--- src/rtl/mac_seq_ctrl.sv ---
// mac_seq_ctrl: sequencer for the 256-bit MAC datapath.
// Accepts one dot-product job, streams i_len operand chunks into a combinational
// mac through a register stage, feeds the mac result back as the partial sum and
// presents the final 24-bit sum on a valid/ready output.
// Optional build macro: MAC_SEQ_PERF_EN adds o_perf_stall, a saturating count of
// RUN cycles that saw no operand handshake.
module mac_seq_ctrl #(
    parameter int LEN_W = 8
) (
    input  logic             i_clk,
    input  logic             i_rst,
    input  logic             i_start,
    input  logic [1:0]       i_mode,
    input  logic [LEN_W-1:0] i_len,
    output logic             o_busy,
    input  logic             i_in_valid,
    output logic             o_in_ready,
    input  logic [255:0]     i_a,
    input  logic [255:0]     i_b,
    input  logic [7:0]       i_scale_a,
    input  logic [7:0]       i_scale_b,
    output logic [1:0]       o_mac_mode,
    output logic [23:0]      o_mac_psum,
    output logic [255:0]     o_mac_a,
    output logic [255:0]     o_mac_b,
    output logic [7:0]       o_mac_scale_a,
    output logic [7:0]       o_mac_scale_b,
    input  logic [23:0]      i_mac_result,
    output logic             o_out_valid,
    input  logic             i_out_ready,
    output logic [23:0]      o_out_data
`ifdef MAC_SEQ_PERF_EN
    ,
    output logic [15:0]      o_perf_stall
`endif
);

    typedef enum logic [1:0] {
        IDLE  = 2'd0,
        RUN   = 2'd1,
        FLUSH = 2'd2,
        DONE  = 2'd3
    } state_t;

    state_t           state_reg, state_next;
    logic [1:0]       mode_reg;
    logic [LEN_W-1:0] len_reg;
    logic [LEN_W-1:0] count_reg;
    logic [LEN_W-1:0] count_inc;
    logic [23:0]      psum_reg;
    logic [255:0]     a_reg, b_reg;
    logic [7:0]       scale_a_reg, scale_b_reg;
    logic             op_vld_reg;
    logic             start_ok;
    logic             in_fire;
    logic             last_fire;

    // Mode 3 is reserved and a zero-length job has nothing to do; both are dropped.
    assign start_ok  = i_start && (i_len != '0) && (i_mode != 2'd3);
    assign in_fire   = i_in_valid && (state_reg == RUN);
    assign count_inc = count_reg + 1'b1;
    assign last_fire = in_fire && (count_inc == len_reg);

    // State register
    always_ff @(posedge i_clk or posedge i_rst) begin
        if (i_rst) begin
            state_reg <= IDLE;
        end else begin
            state_reg <= state_next;
        end
    end

    // Next-state logic
    always_comb begin
        state_next = state_reg;
        case (state_reg)
            IDLE:    if (start_ok)    state_next = RUN;
            RUN:     if (last_fire)   state_next = FLUSH;
            FLUSH:                    state_next = DONE;
            DONE:    if (i_out_ready) state_next = IDLE;
            default:                  state_next = IDLE;
        endcase
    end

    // Handshake/status outputs decoded from the current state
    always_comb begin
        o_busy      = (state_reg != IDLE);
        o_in_ready  = (state_reg == RUN);
        o_out_valid = (state_reg == DONE);
    end

    // Job registers, operand stage and partial-sum feedback
    always_ff @(posedge i_clk or posedge i_rst) begin
        if (i_rst) begin
            mode_reg    <= '0;
            len_reg     <= '0;
            count_reg   <= '0;
            psum_reg    <= '0;
            a_reg       <= '0;
            b_reg       <= '0;
            scale_a_reg <= '0;
            scale_b_reg <= '0;
            op_vld_reg  <= 1'b0;
        end else begin
            // op_vld marks that the operand stage holds a chunk the mac is working on now.
            op_vld_reg <= in_fire;
            if (state_reg == IDLE && start_ok) begin
                mode_reg  <= i_mode;
                len_reg   <= i_len;
                count_reg <= '0;
                psum_reg  <= '0;
            end
            if (in_fire) begin
                a_reg       <= i_a;
                b_reg       <= i_b;
                scale_a_reg <= i_scale_a;
                scale_b_reg <= i_scale_b;
                count_reg   <= count_inc;
            end
            // op_vld is never set in IDLE, so this cannot collide with the psum clear above.
            if (op_vld_reg) begin
                psum_reg <= i_mac_result;
            end
        end
    end

    assign o_mac_mode    = mode_reg;
    assign o_mac_psum    = psum_reg;
    assign o_mac_scale_a = scale_a_reg;
    assign o_mac_scale_b = scale_b_reg;
    assign o_out_data    = psum_reg;

    // Operand lanes are held at zero while the stage is empty so the mac array does not toggle.
    generate
        for (genvar gi = 0; gi < 32; gi++) begin : g_lane
            assign o_mac_a[gi*8 +: 8] = op_vld_reg ? a_reg[gi*8 +: 8] : 8'h00;
            assign o_mac_b[gi*8 +: 8] = op_vld_reg ? b_reg[gi*8 +: 8] : 8'h00;
        end
    endgenerate

`ifdef MAC_SEQ_PERF_EN
    logic [15:0] perf_stall_reg;

    // Saturating count of RUN cycles with no operand handshake; cleared by each accepted job.
    always_ff @(posedge i_clk or posedge i_rst) begin
        if (i_rst) begin
            perf_stall_reg <= '0;
        end else if (state_reg == IDLE && start_ok) begin
            perf_stall_reg <= '0;
        end else if (state_reg == RUN && !i_in_valid && perf_stall_reg != 16'hFFFF) begin
            perf_stall_reg <= perf_stall_reg + 16'd1;
        end
    end

    assign o_perf_stall = perf_stall_reg;
`endif

endmodule

--- config.mk ---
export PLATFORM = sky130hd
export DESIGN_NAME = mac_seq_ctrl
export DESIGN_NICKNAME = d
export VERILOG_FILES = /design/src/rtl/mac_seq_ctrl.sv
export SDC_FILE = /design/constraint.sdc
export NUM_CORES = 2
export LEC_CHECK = 0
export CORE_AREA = 2 2 445 447
export CTS_BUF_LIST = sky130_fd_sc_hd__clkbuf_4 sky130_fd_sc_hd__clkbuf_8 sky130_fd_sc_hd__clkbuf_16
export CTS_CLUSTER_DIAMETER = 60
export DETAILED_ROUTE_END_ITERATION = 16
export DIE_AREA = 0 0 447 449
export PLACE_DENSITY_LB_ADDON = 0.25
export RECOVER_POWER = 25
export SETUP_SLACK_MARGIN = 0.3
export SLEW_MARGIN = 20
export SYNTH_ARGS = -nofsm -noshare
export SYNTH_HDL_FRONTEND = slang
export SYNTH_SLANG_ARGS = --single-unit
--- constraint.sdc ---
create_clock -name i_clk -period 37.9 [get_ports i_clk]
set_input_delay 3.79 -clock i_clk [delete_from_list [all_inputs] [get_ports i_clk]]
set_output_delay 3.79 -clock i_clk [all_outputs]
set_load 0.005 [all_outputs]
==> flow_summary.ini <==
[synthesis]
synth_ff_type = dfrtp_1
synth_edf_count = 0
async_flop_share = 1.00
syn_avg_cell_area_um2 = 8.34
synth_area_leader_cell = dfrtp_1
synth_warnings = 0
netlist_area_mm2 = 0.0254
synth_top_area_frac = 0.565
ys_ff_latch = 573
synthesis.nets = 3618
yosysSeqAreaShare = 0.565
ys_types = 37
synth_area_leaders = dfrtp_1, nand2_1, and2_1, clkbuf_1, buf_4
synthCells = 3045

[timing]
fin_crit_ps = 13790
slew_viol_final = 566
worstMarginPinSlew_ps = 7330
grt_setup_unrepaired = false
fmax_mhz = 72.5
finalHoldViolations = 0
maxSlewHeadroom = -3.89
setup_violations = 0
fin_setup_tns_ps = 0
finalCritPeriodShare = 0.364
finClkSkew_ps = 54.3

[detailed_routing]
vias_per_cell = 3.51
vias = 24000
wl_met3_um = 9580
met1_length_um = 58800
wl_per_cell_um = 21.0
first_iter_violations = 1474
antenna_left = 0
first_pass_iters = 5
finalWirelength_um = 143000
drc = 0
wl_met2_um = 71400
highest_layer = met5

[cells_and_area]
layout-drive-gt1-share = 0.0459
instances_no_fill = 6817
final_nets = 4672
stdcell_area_mm2 = 0.0425
area_growth_pct = 67.5
fin_util = 0.217

[placed_design]
gp_congestion = 0.855
dp.cells = 6649
placed_area_mm2 = 0.0395
hpwl_um = 110000
port_buffers = 1147

[outcome]
violations = capacitance limit, slew limit
status = finished with violations

[power_and_ir_drop]
p_per_area_mw_per_mm2 = 68.5
p_total_w = 0.00291
vdd_drop_max_mv = 0.0329
leakage_nw = 19.4

[global_routing]
grt_max_degree = 163
grt_util_all_layers = 0.139
antenna_found_initial = 49
grt_pass1_wl_um = 197000
first_global_vias = 24500
grt_overflow_total = 0

[floorplanning]
rows = 163
fp.dieW_um = 447
io_pins = 1148
start_util = 0.129
design.core.area_mm2 = 0.196
die_y_um = 449
die-area_mm2 = 0.201

[clock_network]
clkSlewWorstSetupHoldPaths_ps = 60
cts_sinks = 573
cts_setup_buffers = 0
insertion_delay_ps = 720
cts_tree = yes
cts.path.max_buffers = 3
cts_max_level = 3
numCtsBuffers = 88
cts_resized = 0
ctsRootBufferMaster = clkbuf_16
ctsHoldBuffers = 0

[critical_path]
crit_type = in -> async
endpoint_kind = async pin
cp.arrival_ps = 12770
crit_fanout = 126
critPathRequiredTime_ps = 36880
cp-start-kind = input pin

[flow_run]
max_cap_viol_count = 7

[hold_path]
hp-class = reg -> reg
[worst max-delay path, stage by stage]
cell	delay, ps
dlygate4sd3_1	550
clkinvlp_2	2810
clkbuf_1	5270
[through the flow]
stage / setup slack (ps) / hold slack [ps]
global placement: 29340 / 449
finish: 24110 / 461
floorplan: 18080 / 437
detailed placement: 29360 / 454
CTS: 29190 / 467
global route: 22210 / 477
[where the power goes]
part           switching (W)  total (W)  leakage, nW  internal (W)
registers           0.000222    0.00112         7.10      0.000902
logic               0.000489   0.000924         10.8      0.000435
clock network       0.000343   0.000866         1.48      0.000523
total                0.00105    0.00291         19.4       0.00186
[synth_stat cells (2+ instances only)]
| master | number |
|---|---|
| inv_1 | 9 |
| nand3_1 | 5 |
| buf_2 | 30 |
| o41ai_1 | 2 |
| buf_4 | 25 |
| ha_1 | 6 |
| nand2_1 | 1642 |
| and2_1 | 512 |
| nor2_1 | 7 |
| dfrtp_1 | 573 |
| nor2b_1 | 2 |
| nand4_1 | 2 |
| buf_1 | 5 |
| a21oi_1 | 5 |
| mux2_2 | 10 |
| nor4_1 | 2 |
| xnor2_1 | 6 |
| clkbuf_1 | 148 |
| xor2_1 | 4 |
| o21ai_0 | 33 |
[kinds of logic after synthesis]
logic type               after synthesis  synth area share
AO/OA/AOI/OAI                         50            0.0116
buffers and inverters                218            0.0377
multiplexers                          12           0.00527
flip-flops                           573             0.565
AND/OR/NAND/NOR                     2176             0.374
XOR/XNOR                              10           0.00345
adder cells (fa/ha/maj)                6           0.00296
[routing by layer]
layer | up-vias | track usage
met5 | - | 0
met4 | 8 | 0.0406
met3 | 179 | 0.0374
met2 | 724 | 0.238
met1 | 11700 | 0.168
li1 | 11300 | -
[layout make-up]
class	count	area, µm²
inverter	9	36.3
fill	21700	154000
multi-input combinational	2254	10100
antenna	14	35.0
clock inverter	43	626
sequential	573	14300
timing repair buffer	1173	11700
tap	2640	3300
clock buffer	111	2440
[final timing paths]
| kind | slack [ps] | cells past startpoint | from | endpoint |
|---|---|---|---|---|
| min | 460 | 2 | a_reg[198] | a_reg[198] |
| max in group i_clk | 24340 | 8 | i_in_valid | b_reg[35] |
| min reg2reg | 460 | 2 | a_reg[198] | a_reg[198] |
| max | 24110 | 3 | i_rst | b_reg[93] |
| min in group asynchronous | 5100 | 2 | i_rst | a_reg[61] |
| max reg2reg | 27210 | 9 | state_reg[1] | b_reg[35] |
[cells in the final DEF (no fill, tap or decap), types with 10 or more instances in the layout]
cell,netlist,routed
o21ai_0,33,33
mux2_2,10,10
dlygate4sd3_1,0,69
diode_2,0,14
clkbuf_8,0,11
buf_4,25,20
and2_1,512,512
clkdlybuf4s50_1,0,1078
clkinvlp_4,0,10
nand2_1,1642,1642
clkbuf_4,0,12
clkbuf_16,0,88
dfrtp_1,573,572
Power figures use the tool's default switching activity.
